### src/rtl/serial_byte_loader_pkg.sv
// Shared constants for serial_byte_loader: default word width, hold-stage
// state encoding and the bit-counter width helper.
package serial_byte_loader_pkg;

  localparam int unsigned DEFAULT_WIDTH = 8;

  // Hold stage: EMPTY means no word waiting, FULL means DOUT carries a word.
  localparam logic [0:0] HOLD_EMPTY = 1'b0;
  localparam logic [0:0] HOLD_FULL  = 1'b1;

  // Bits needed to count 0..w (covers the extra parity slot as well).
  function automatic int unsigned cnt_width(input int unsigned w);
    return $clog2(w + 1);
  endfunction

endpackage

### src/rtl/serial_byte_loader_bit_counter.sv
// Wrap-around counter 0..LAST with enable, synchronous active-high clear
// and a terminal-count flag that is high while the count equals LAST.
module bit_counter #(
  parameter int unsigned W    = 4,
  parameter int unsigned LAST = 7
) (
  input  logic CLK,
  input  logic RST,
  input  logic en,
  output logic tc
);

  localparam logic [W-1:0] LASTV = W'(LAST);

  logic [W-1:0] cnt;

  assign tc = (cnt == LASTV);

  // Count enabled events, wrapping to zero after LAST.
  always_ff @(posedge CLK) begin
    if (RST) begin
      cnt <= '0;
    end else if (en) begin
      cnt <= tc ? '0 : cnt + W'(1);
    end
  end

endmodule

### src/rtl/serial_byte_loader.sv
// Serial-to-parallel loader: shifts accepted SIN bits into WIDTH-bit words
// and presents them on DOUT through a one-word holding stage with a
// valid/ready handshake on both sides.
// Optional build macro PARITY_SEL_EN: each word is followed by an even-parity
// bit and the PERR port reports the check result alongside the word.
module serial_byte_loader
  import serial_byte_loader_pkg::*;
#(
  parameter int unsigned WIDTH     = DEFAULT_WIDTH,
  parameter bit          MSB_FIRST = 1'b1
) (
  input  logic             CLK,
  input  logic             RST,
  input  logic             SIN,
  input  logic             SVALID,
  output logic             SREADY,
  output logic [WIDTH-1:0] DOUT,
  output logic             DVALID,
  input  logic             DREADY
`ifdef PARITY_SEL_EN
  ,
  output logic             PERR
`endif
);

  localparam int unsigned CW = cnt_width(WIDTH);
`ifdef PARITY_SEL_EN
  localparam int unsigned LAST = WIDTH;
`else
  localparam int unsigned LAST = WIDTH - 1;
`endif

  logic             accept;
  logic             tc;
  logic             complete;
  logic             shift_en;
  logic [WIDTH-1:0] sreg;
  logic [WIDTH-1:0] shifted;
  logic [WIDTH-1:0] word;
  logic [0:0]       state;

  assign accept   = SVALID && SREADY && !RST;
  assign complete = accept && tc;

  // Never accept the bit that would complete a word while the hold stage is
  // still occupied; depends on registered state only.
  assign SREADY = !((state == HOLD_FULL) && tc);
  assign DVALID = (state == HOLD_FULL);

  bit_counter #(
    .W    (CW),
    .LAST (LAST)
  ) u_cnt (
    .CLK (CLK),
    .RST (RST),
    .en  (accept),
    .tc  (tc)
  );

  // Next shift-register value with SIN inserted at the configured end.
  always_comb begin
    shifted = sreg;
    if (MSB_FIRST) begin
      shifted = {sreg[WIDTH-2:0], SIN};
    end else begin
      shifted = {SIN, sreg[WIDTH-1:1]};
    end
  end

`ifdef PARITY_SEL_EN
  // Parity slot: the data is already fully shifted in when the parity bit
  // arrives, so the stored word is sreg itself and SIN is excluded from it.
  assign shift_en = accept && !tc;
  assign word     = sreg;
`else
  // The completing bit is part of the word, so store the shifted value.
  assign shift_en = accept;
  assign word     = shifted;
`endif

  // Shift register for the word being assembled.
  always_ff @(posedge CLK) begin
    if (RST) begin
      sreg <= '0;
    end else if (shift_en) begin
      sreg <= shifted;
    end
  end

  // Hold stage: refill on completion takes priority over drain.
  always_ff @(posedge CLK) begin
    if (RST) begin
      state <= HOLD_EMPTY;
      DOUT  <= '0;
    end else if (complete) begin
      state <= HOLD_FULL;
      DOUT  <= word;
    end else if ((state == HOLD_FULL) && DREADY) begin
      state <= HOLD_EMPTY;
    end
  end

`ifdef PARITY_SEL_EN
  // Parity result registered together with the hold write.
  always_ff @(posedge CLK) begin
    if (RST) begin
      PERR <= 1'b0;
    end else if (complete) begin
      PERR <= (^sreg) ^ SIN;
    end
  end
`endif

endmodule

### config.mk
export PLATFORM = sky130hd
export DESIGN_NAME = serial_byte_loader
export DESIGN_NICKNAME = d
export VERILOG_FILES = /design/src/rtl/serial_byte_loader_pkg.sv /design/src/rtl/serial_byte_loader_bit_counter.sv /design/src/rtl/serial_byte_loader.sv
export SDC_FILE = /design/constraint.sdc
export NUM_CORES = 1
export LEC_CHECK = 0
export CORE_UTILIZATION = 50
export CTS_CLUSTER_SIZE = 30
export DETAILED_ROUTE_END_ITERATION = 12
export PLACE_DENSITY_LB_ADDON = 0.05
export SKIP_CTS_REPAIR_TIMING = 1
export SLEW_MARGIN = 20
export SYNTH_ARGS = -nofsm -noshare
export SYNTH_HDL_FRONTEND = slang
export SYNTH_SLANG_ARGS = --single-unit
export TNS_END_PERCENT = 20
### constraint.sdc
create_clock -name CLK -period 1.7 [get_ports CLK]
set_input_delay 0.51 -clock CLK [delete_from_list [all_inputs] [get_ports CLK]]
set_output_delay 0.51 -clock CLK [all_outputs]
set_load 0.01 [all_outputs]
## After elaboration in Yosys (flattened, before gate mapping)

Cells that the tools add are included.

| word-level totals | value |
|---|---|
| register bits after elaboration | 20 |
| latch bits | 0 |
| memory bits (writable) | 0 |
| memory bits (read-only) | 0 |
| output and inout bits | 10 |
| memories kept | 0 |

| cells by class | value |
|---|---|
| add/subtract/negate cells | 1 |
| multipliers | 0 |
| divide/modulo/power cells | 0 |
| magnitude comparators | 0 |
| equal/unequal tests | 1 |
| shift operators | 0 |
| multiplexer cells | 3 |
| bitwise gates (word level) | 0 |
| reductions and logical operators | 8 |

Operators with widths:

| kind | number |
|---|---|
| logical AND 1 bit | 5 |
| adder 4 x 1 -> 4 bit, second input constant | 1 |
| equality test 4 x 3 -> 1 bit, second input constant | 1 |
| two-way mux 4 bit | 1 |
| zero test 1 bit | 2 |
| two-way mux 1 bit | 2 |
| nonzero test 2 bit | 1 |

## Depth between registers and ports, before layout

Gate-level depths: netlist (run 1).

| logic depth | value |
|---|---|
| depth in word-level cells | 7 |
| gate-level depth with buffers | 5 |
| gate-level depth less buffers | 4 |

## Modules after synthesis

A second synthesis (run 1) with hierarchy kept.

| second synthesis, totals | value |
|---|---|
| cells, all modules | 75 |
| area total of the unflattened synthesis | 837.1 um^2 |

By module, submodules not included:

| module | instances | cells an instance | area each (um^2) |
|---|---|---|---|
| serial_byte_loader | 1 | 57 | 643.1 |
| bit_counter | 1 | 18 | 193.9 |

## Worst setup path before layout (run 1)

OpenSTA, ideal clock, no wires.

| path | value |
|---|---|
| path kind | flip-flop to flip-flop |
| from | reg u_cnt.cnt[0] |
| to | reg sreg[0] |
| data arrival time | 1.272 ns |
| required time | 1.577 ns |
| slack | 0.305 ns |
| cell stages (with the launch flop) | 5 |
| path buffers | 0 |
| cell sequence | dfxtp_1 -> ha_1 -> nand4b_2 -> nand2_4 -> mux2_1 |

| between the ends | value |
|---|---|
| word-level cells in the longest chain between the ends | 5 |

RTL lines:

| item | line | source |
|---|---|---|
| start, declared | serial_byte_loader_bit_counter.sv:15 | `logic [W-1:0] cnt;` |
| start signal, assigned | serial_byte_loader_bit_counter.sv:24 | `cnt <= tc ? '0 : cnt + W'(1);` |
| equality test 4 x 3 -> 1 bit | serial_byte_loader_bit_counter.sv:17 | `assign tc = (cnt == LASTV);` |
| logical AND 1 bit | serial_byte_loader.sv:47 | `assign SREADY = !((state == HOLD_FULL) && tc);` |
| zero test 1 bit | serial_byte_loader.sv:47 |  |
| via SREADY | serial_byte_loader.sv:16 | `output logic SREADY,` |
| logical AND 1 bit (2 in a row) | serial_byte_loader.sv:42 | `assign accept = SVALID && SREADY && !RST;` |
| end signal, assigned | serial_byte_loader.sv:86 | `sreg <= shifted;` |
| end, declared | serial_byte_loader.sv:37 | `logic [WIDTH-1:0] sreg;` |

The timed path passes the listed nets, and every way through them passes these cells.
A chain may end at the register's enable or synchronous reset.

## Worst setup path after layout (run 1)

| path | value |
|---|---|
| from | reg u_cnt.cnt[1] |
| to | out SREADY |

| between the ends | value |
|---|---|
| word-level cells in the longest chain between the ends | 3 |

RTL lines:

| item | line |
|---|---|
| equality test 4 x 3 -> 1 bit | serial_byte_loader_bit_counter.sv:17 |
| logical AND 1 bit | serial_byte_loader.sv:47 |
| zero test 1 bit | serial_byte_loader.sv:47 |
| end, declared | serial_byte_loader.sv:16 |

No other way between the ends.

==> results of run 1 <==
## path summary, 6_finish.rpt
kind / from / slack, ns / end / cells past startpoint
setup / recovery: u_cnt.cnt[1] / 0.03 / SREADY / 3
hold / removal: sreg[6] / 0.48 / DOUT[7] / 2
setup reg to reg: u_cnt.cnt[1] / 0.31 / sreg[4] / 5
hold reg to reg: sreg[6] / 0.48 / DOUT[7] / 2
## power groups by stage
stage	sequential (W)	clock, W	combinational (W)
2_1_floorplan	0.000494	0	0.0000394
3_3_place_gp	0.000495	0	0.0000698
3_5_place_dp	0.000496	0	0.0000709
4_1_cts	0.000485	0.000407	0.0000713
5_1_grt	0.000488	0.000421	0.0000777
6_report	0.000486	0.000388	0.0000716
## synth_stat cells, types with 8 or more instances
master | count | share of area (%)
dfxtp_1 | 20 | 46
a21oi_1 | 10 | 5.8
nand3_1 | 10 | 5.8
nor2b_1 | 9 | 6.5
o21ai_1 | 9 | 5.2
mux2_1 | 8 | 10
## worst max-delay path, delay by kind of cell, from the launching register on
family / cells / cell delay [ns]
flip-flops: 1 / 0.35
adder cells (fa/ha/maj): 1 / 0.19
buffers and inverters: 1 / 0.19
AND/OR/NAND/NOR: 1 / 0.12
## kinds of logic (layout without fill, tap and decap cells)
group | count (synthesis) | after routing | synth area share, %
AND/OR/NAND/NOR | 29 | 29 | 23.9
AO/OA/AOI/OAI | 21 | 21 | 13.2
flip-flops | 20 | 20 | 46.3
multiplexers | 9 | 9 | 11.6
buffers and inverters | 5 | 30 | 3.62
adder cells (fa/ha/maj) | 1 | 1 | 1.45
## stage by stage
step,setup slack [ns],total power [W],instances
final,0.0336,0.000946,126
after global routing,-0.0338,0.000986,126
after CTS,-0.356,0.000964,126
after detailed placement,-0.235,0.000567,122
after global placement,-0.223,0.000565,122
after floorplan,0.305,0.000534,85
## cell usage in the layout, fill, tap and decap left out, types with 3 or more instances in the layout
master           Yosys  final
clkdlybuf4s50_1      0      4
clkbuf_4             0      3
nand3_1             10     10
dfxtp_2              0      3
dlymetal6s2s_1       0     10
dfxtp_1             20     17
nor2b_1              9      9
o21ai_1              9      9
mux2_1               8      8
buf_4                1     11
a21oi_1             10     10
## metal layers
layer	routed length, µm	GRT usage [%]	share of wire (%)
met1	878	31.8	52
met2	697	27.5	41
met3	58	3.75	3.4
met4	49	15.0	2.9
met5	0	0	0
## registers in the layout, indices dropped and copies added, names as in the netlist
signal,count
DOUT,8
DVALID,1
sreg,7
u_cnt.cnt,4
## final cells by class
class | instances | area, µm²
clock buffers | 3 | 22.5
clock inverters | 1 | 30.0
fillers | 124 | 395
inverters | 1 | 3.75
multi-input cells | 60 | 435
flip-flops and latches | 20 | 404
well taps | 16 | 20.0
repair buffers | 25 | 248
==> flow_metrics.env, run 1 <==
export IMPL_status="complete, but fails checks"
export IMPL_violated_checks="design-rule violations"
export IMPL_tightest_slew_ns=0.334
export IMPL_cts_buffer_depth=2
export IMPL_synth_distinct_cells=25
export IMPL_yosys_register_bits=20
export IMPL_route_detailed_vias_per_inst=5.48
export IMPL_detail_route_wirelength_um=1680
export IMPL_grt_start_max_net_pins=17
export IMPL_timing_setup_tns_ns=0
export IMPL_timing_max_transition_violations_final=0
export IMPL_worst_hold_slack_ns=0.476
export IMPL_antenna_cells_inserted=0
export IMPL_drive_gt1_share_pct=21.8
export IMPL_cts_made_buffers=3
export IMPL_synth_nets=91
export IMPL_drcViolationCount=2
export IMPL_fmax_mhz=600
export IMPL_period_needed_ns=1.67
export IMPL_row_count=14
export IMPL_chipWidth_um=43.6
export IMPL_io_buffer_count=14
export IMPL_synth_avg_cell_area_um2=10.2
export IMPL_switching_share_pct=20.0
export IMPL_start_util_pct=55.5
export IMPL_postRouteAntennaNets=0
export IMPL_ys_async_sr_fraction_pct=0
export IMPL_setup_worst_path_end_class="output port"
export IMPL_sequential_share_of_the_synthesized_area_pct=46.3
export IMPL_dr_total_vias=691
export IMPL_first_global_vias=643
export IMPL_grtUsageTotal_pct=21.4
export IMPL_total_leakage_power_nw=0.636
export IMPL_core_region_area_um2=1560
export IMPL_synthesis_yosys_warnings=0
export IMPL_synth_cell_area_um2=865
export IMPL_worst_hold_path_type="register to register"
export IMPL_clock_skew_ns=0.00363
export IMPL_synth_edff_count=0
export IMPL_dieHeight_um=43.6
export IMPL_grt_antenna_before_repair=0
export IMPL_drt_iter0_drcs=9
export IMPL_grt_setup_unrepaired="yes"
export IMPL_io_pin_count=15
export IMPL_timing_final_setup_violations=0
export IMPL_critical_path_arrival_ns=1.16
export IMPL_gpl_final_weighted_congestion=0.825
export IMPL_placedInstanceArea_um2=1080
export IMPL_cts_tree="built"
export IMPL_stdcell_area_um2=1160
export IMPL_postLayoutCoreUtil_pct=74.6
export IMPL_critical_path_required_ns=1.19
export IMPL_slowest_delay_ns=0.35
export IMPL_power_switching_w=0.000189
export IMPL_crit_path_start_kind="register"
export IMPL_detail_route_wl_per_cell_um=13.4
export IMPL_power_per_cell_area_nw_per_um2=813
export IMPL_cts_max_level=1
export IMPL_timing_final_crit_share_pct=98.0
export IMPL_comb_power_share_pct=7.6
export IMPL_postSynthCellCount=85
export IMPL_hpwl_um=1200
export IMPL_cts_num_sinks=20
export IMPL_timing_hold_violations_final=0
export IMPL_worst_slew_margin_rel_pct=77.7
export IMPL_grt_first_pass_wirelength_um=2910
export IMPL_synthToLayoutAreaGrowth_pct=34.6
export IMPL_power_frac_seq_pct=51.4
export IMPL_clkTransAtPathRegs_ns=0.11
export IMPL_max_cap_violations=0
export IMPL_timing_critical_path_cells="ha_2 -> nand4b_2 -> dlymetal6s2s_1"
export IMPL_yosys_most_used_dff="dfxtp_1"
export IMPL_worst_path_max_fanout=3
export IMPL_design_die_area_um2=1900
export IMPL_worst_ir_drop_vdd_mv=0.611
export IMPL_clock_power_share_pct=41.0
export IMPL_cts_root_buffer="clkbuf_4"
export IMPL_drtPass1Iterations=8
export IMPL_critical_path_cell_with_the_highest_stage_delay="dfxtp_2"
export IMPL_nNetsFinal=117
export IMPL_worstSetupPathType="register to output port"
export IMPL_clkLatencyLatePin_ns=0.31
export IMPL_global_route_overflow_total=0
export IMPL_internal_power_w=0.000757
Power figures use the tool's default switching activity.
==> run 2: changes to the inputs <==
SKIP_LAST_GASP = 1   (was unset)
==> flow_metrics.env, run 2 (synthesis gave the netlist of run 1 again) <==
export IMPL_postLayoutCoreUtil_pct=73.2
export IMPL_setup_worst_path_end_class="output port"
export IMPL_timing_final_crit_share_pct=100
export IMPL_worstSetupPathType="register to output port"
export IMPL_timing_critical_path_cells="clkdlybuf4s50_1"
export IMPL_nNetsFinal=117
export IMPL_cp_endpoint="DOUT[4]"
export IMPL_critical_path_cell_with_the_highest_stage_delay="clkdlybuf4s50_1"
export IMPL_most_common_layout_cells="dfxtp_1, clkdlybuf4s50_1, buf_4, nand3_1, a21oi_1"
export IMPL_tightest_slew_ns=0.332
export IMPL_cts_made_buffers=3
export IMPL_cp_num_buf_inv=1
export IMPL_design_die_area_um2=1900
export IMPL_grt_antenna_before_repair=0
export IMPL_hpwl_um=1200
export IMPL_antenna_cells_inserted=0
export IMPL_dieHeight_um=43.6
export IMPL_drtPass1Iterations=8
export IMPL_setup_worst_path_start="DOUT[4]"
export IMPL_largest_reg_flops=8
export IMPL_timing_hold_violations_final=0
export IMPL_cts_buffer_depth=2
export IMPL_period_needed_ns=1.70
export IMPL_drive_gt1_share_pct=20.0
export IMPL_cts_root_buffer="clkbuf_4"
export IMPL_timing_setup_tns_ns=-0.00367
export IMPL_layout_commonest_cell="dfxtp_1"
export IMPL_start_util_pct=55.5
export IMPL_cts_tree="built"
export IMPL_core_region_area_um2=1560
export IMPL_drcViolationCount=2
export IMPL_dr_total_vias=688
export IMPL_grt_first_pass_wirelength_um=2910
export IMPL_gpl_final_weighted_congestion=0.825
export IMPL_worst_hold_path_type="register to register"
export IMPL_timing_final_setup_violations=1
export IMPL_clock_skew_ns=0.00337
export IMPL_timing_max_transition_violations_final=0
export IMPL_largestRegisters="DOUT x8, sreg x7, u_cnt.cnt x4"
export IMPL_clkLatencyLatePin_ns=0.31
export IMPL_crit_path_start_kind="register"
export IMPL_critical_path_reg2reg_endpoint="sreg[4]"
export IMPL_row_count=14
export IMPL_io_buffer_count=14
export IMPL_global_route_overflow_total=0
export IMPL_cts_max_level=1
export IMPL_detail_route_wl_per_cell_um=13.1
export IMPL_violated_checks="design-rule violations, negative setup slack"
export IMPL_hold_depth=2
export IMPL_first_global_vias=643
export IMPL_detail_route_wirelength_um=1650
export IMPL_clkTransAtPathRegs_ns=0.11
export IMPL_top_register="DOUT"
export IMPL_synthToLayoutAreaGrowth_pct=32.0
export IMPL_postRouteAntennaNets=0
export IMPL_grt_start_max_net_pins=17
export IMPL_timing_final_ws_setup_ns=-0.00367
export IMPL_grt_setup_unrepaired="yes"
export IMPL_slowest_delay_ns=0.53
export IMPL_grtUsageTotal_pct=21.4
export IMPL_max_cap_violations=0
export IMPL_power_per_cell_area_nw_per_um2=828
export IMPL_io_pin_count=15
export IMPL_cts_num_sinks=20
export IMPL_r2r_start="u_cnt.cnt[1]"
export IMPL_critical_path_arrival_ns=1.19
export IMPL_drt_iter0_drcs=9
export IMPL_reg2reg_slack_ns=0.29
export IMPL_worst_slew_margin_rel_pct=77.9
export IMPL_status="complete, but fails checks"
export IMPL_worst_path_max_fanout=2
export IMPL_cp_num_cells=1
export IMPL_chipWidth_um=43.6
export IMPL_worst_ir_drop_vdd_mv=0.608
export IMPL_r2r_worst_path_cells=5
export IMPL_fmax_mhz=587
export IMPL_cpLargestDelayFamily="buffers and inverters"
export IMPL_total_leakage_power_nw=0.485
export IMPL_critical_path_required_ns=1.19
export IMPL_route_detailed_vias_per_inst=5.46
[run 2: changes by cell type in the layout (fill, tap and decap cells not counted)]
cell,before,now
clkdlybuf4s50_1,4,12
dfxtp_1,17,19
dfxtp_2,3,1
dlymetal6s2s_1,10,2
[run 2: power breakdown]
part | switching, W | internal [W] | total (W)
logic | 0.0000328 | 0.0000386 | 0.0000714
registers | 0.00000665 | 0.000478 | 0.000485
clock network | 0.000149 | 0.000239 | 0.000388
total | 0.000189 | 0.000756 | 0.000944
[run 2: how the worst min path moves through the flow]
stage | slack (ns) | from | endpoint
6_report | 0.47 | sreg[6] | DOUT[7]
5_1_grt | 0.51 | sreg[6] | DOUT[7]
4_1_cts | 0.47 | sreg[6] | DOUT[7]
3_5_place_dp | 0.46 | sreg[6] | DOUT[7]
3_3_place_gp | 0.45 | sreg[6] | DOUT[7]
2_1_floorplan | 0.44 | sreg[6] | DOUT[7]
[run 2: metrics by stage]
step / hold WS [ns] / total power (W) / worst slack, ns / std cells / area, µm²
4_1_cts: 0.471 / 0.000964 / -0.356 / 126 / 1130
3_3_place_gp: 0.448 / 0.000565 / -0.223 / 122 / 1080
5_1_grt: 0.507 / 0.000985 / -0.0634 / 126 / 1140
2_1_floorplan: 0.439 / 0.000534 / 0.305 / 85 / 865
6_report: 0.474 / 0.000944 / -0.00367 / 126 / 1140
3_5_place_dp: 0.459 / 0.000567 / -0.235 / 122 / 1080
[run 2: cell type report]
class,count,area (µm²)
multi-input combinational,60,435
fill,128,418
sequential,20,402
timing repair buffer,25,228
clock inverter,1,30.0
clock buffer,3,22.5
tap,16,20.0
inverter,1,3.75
[run 2: per-layer routing]
layer	wire length, µm	GRT usage [%]	share of wire [%]	vias up
li1	-	-	-	358
met1	863	31.8	52	309
met2	680	27.5	41	16
met3	57	3.75	3.5	5
met4	49	15.0	3.0	0
met5	0	0	0	-
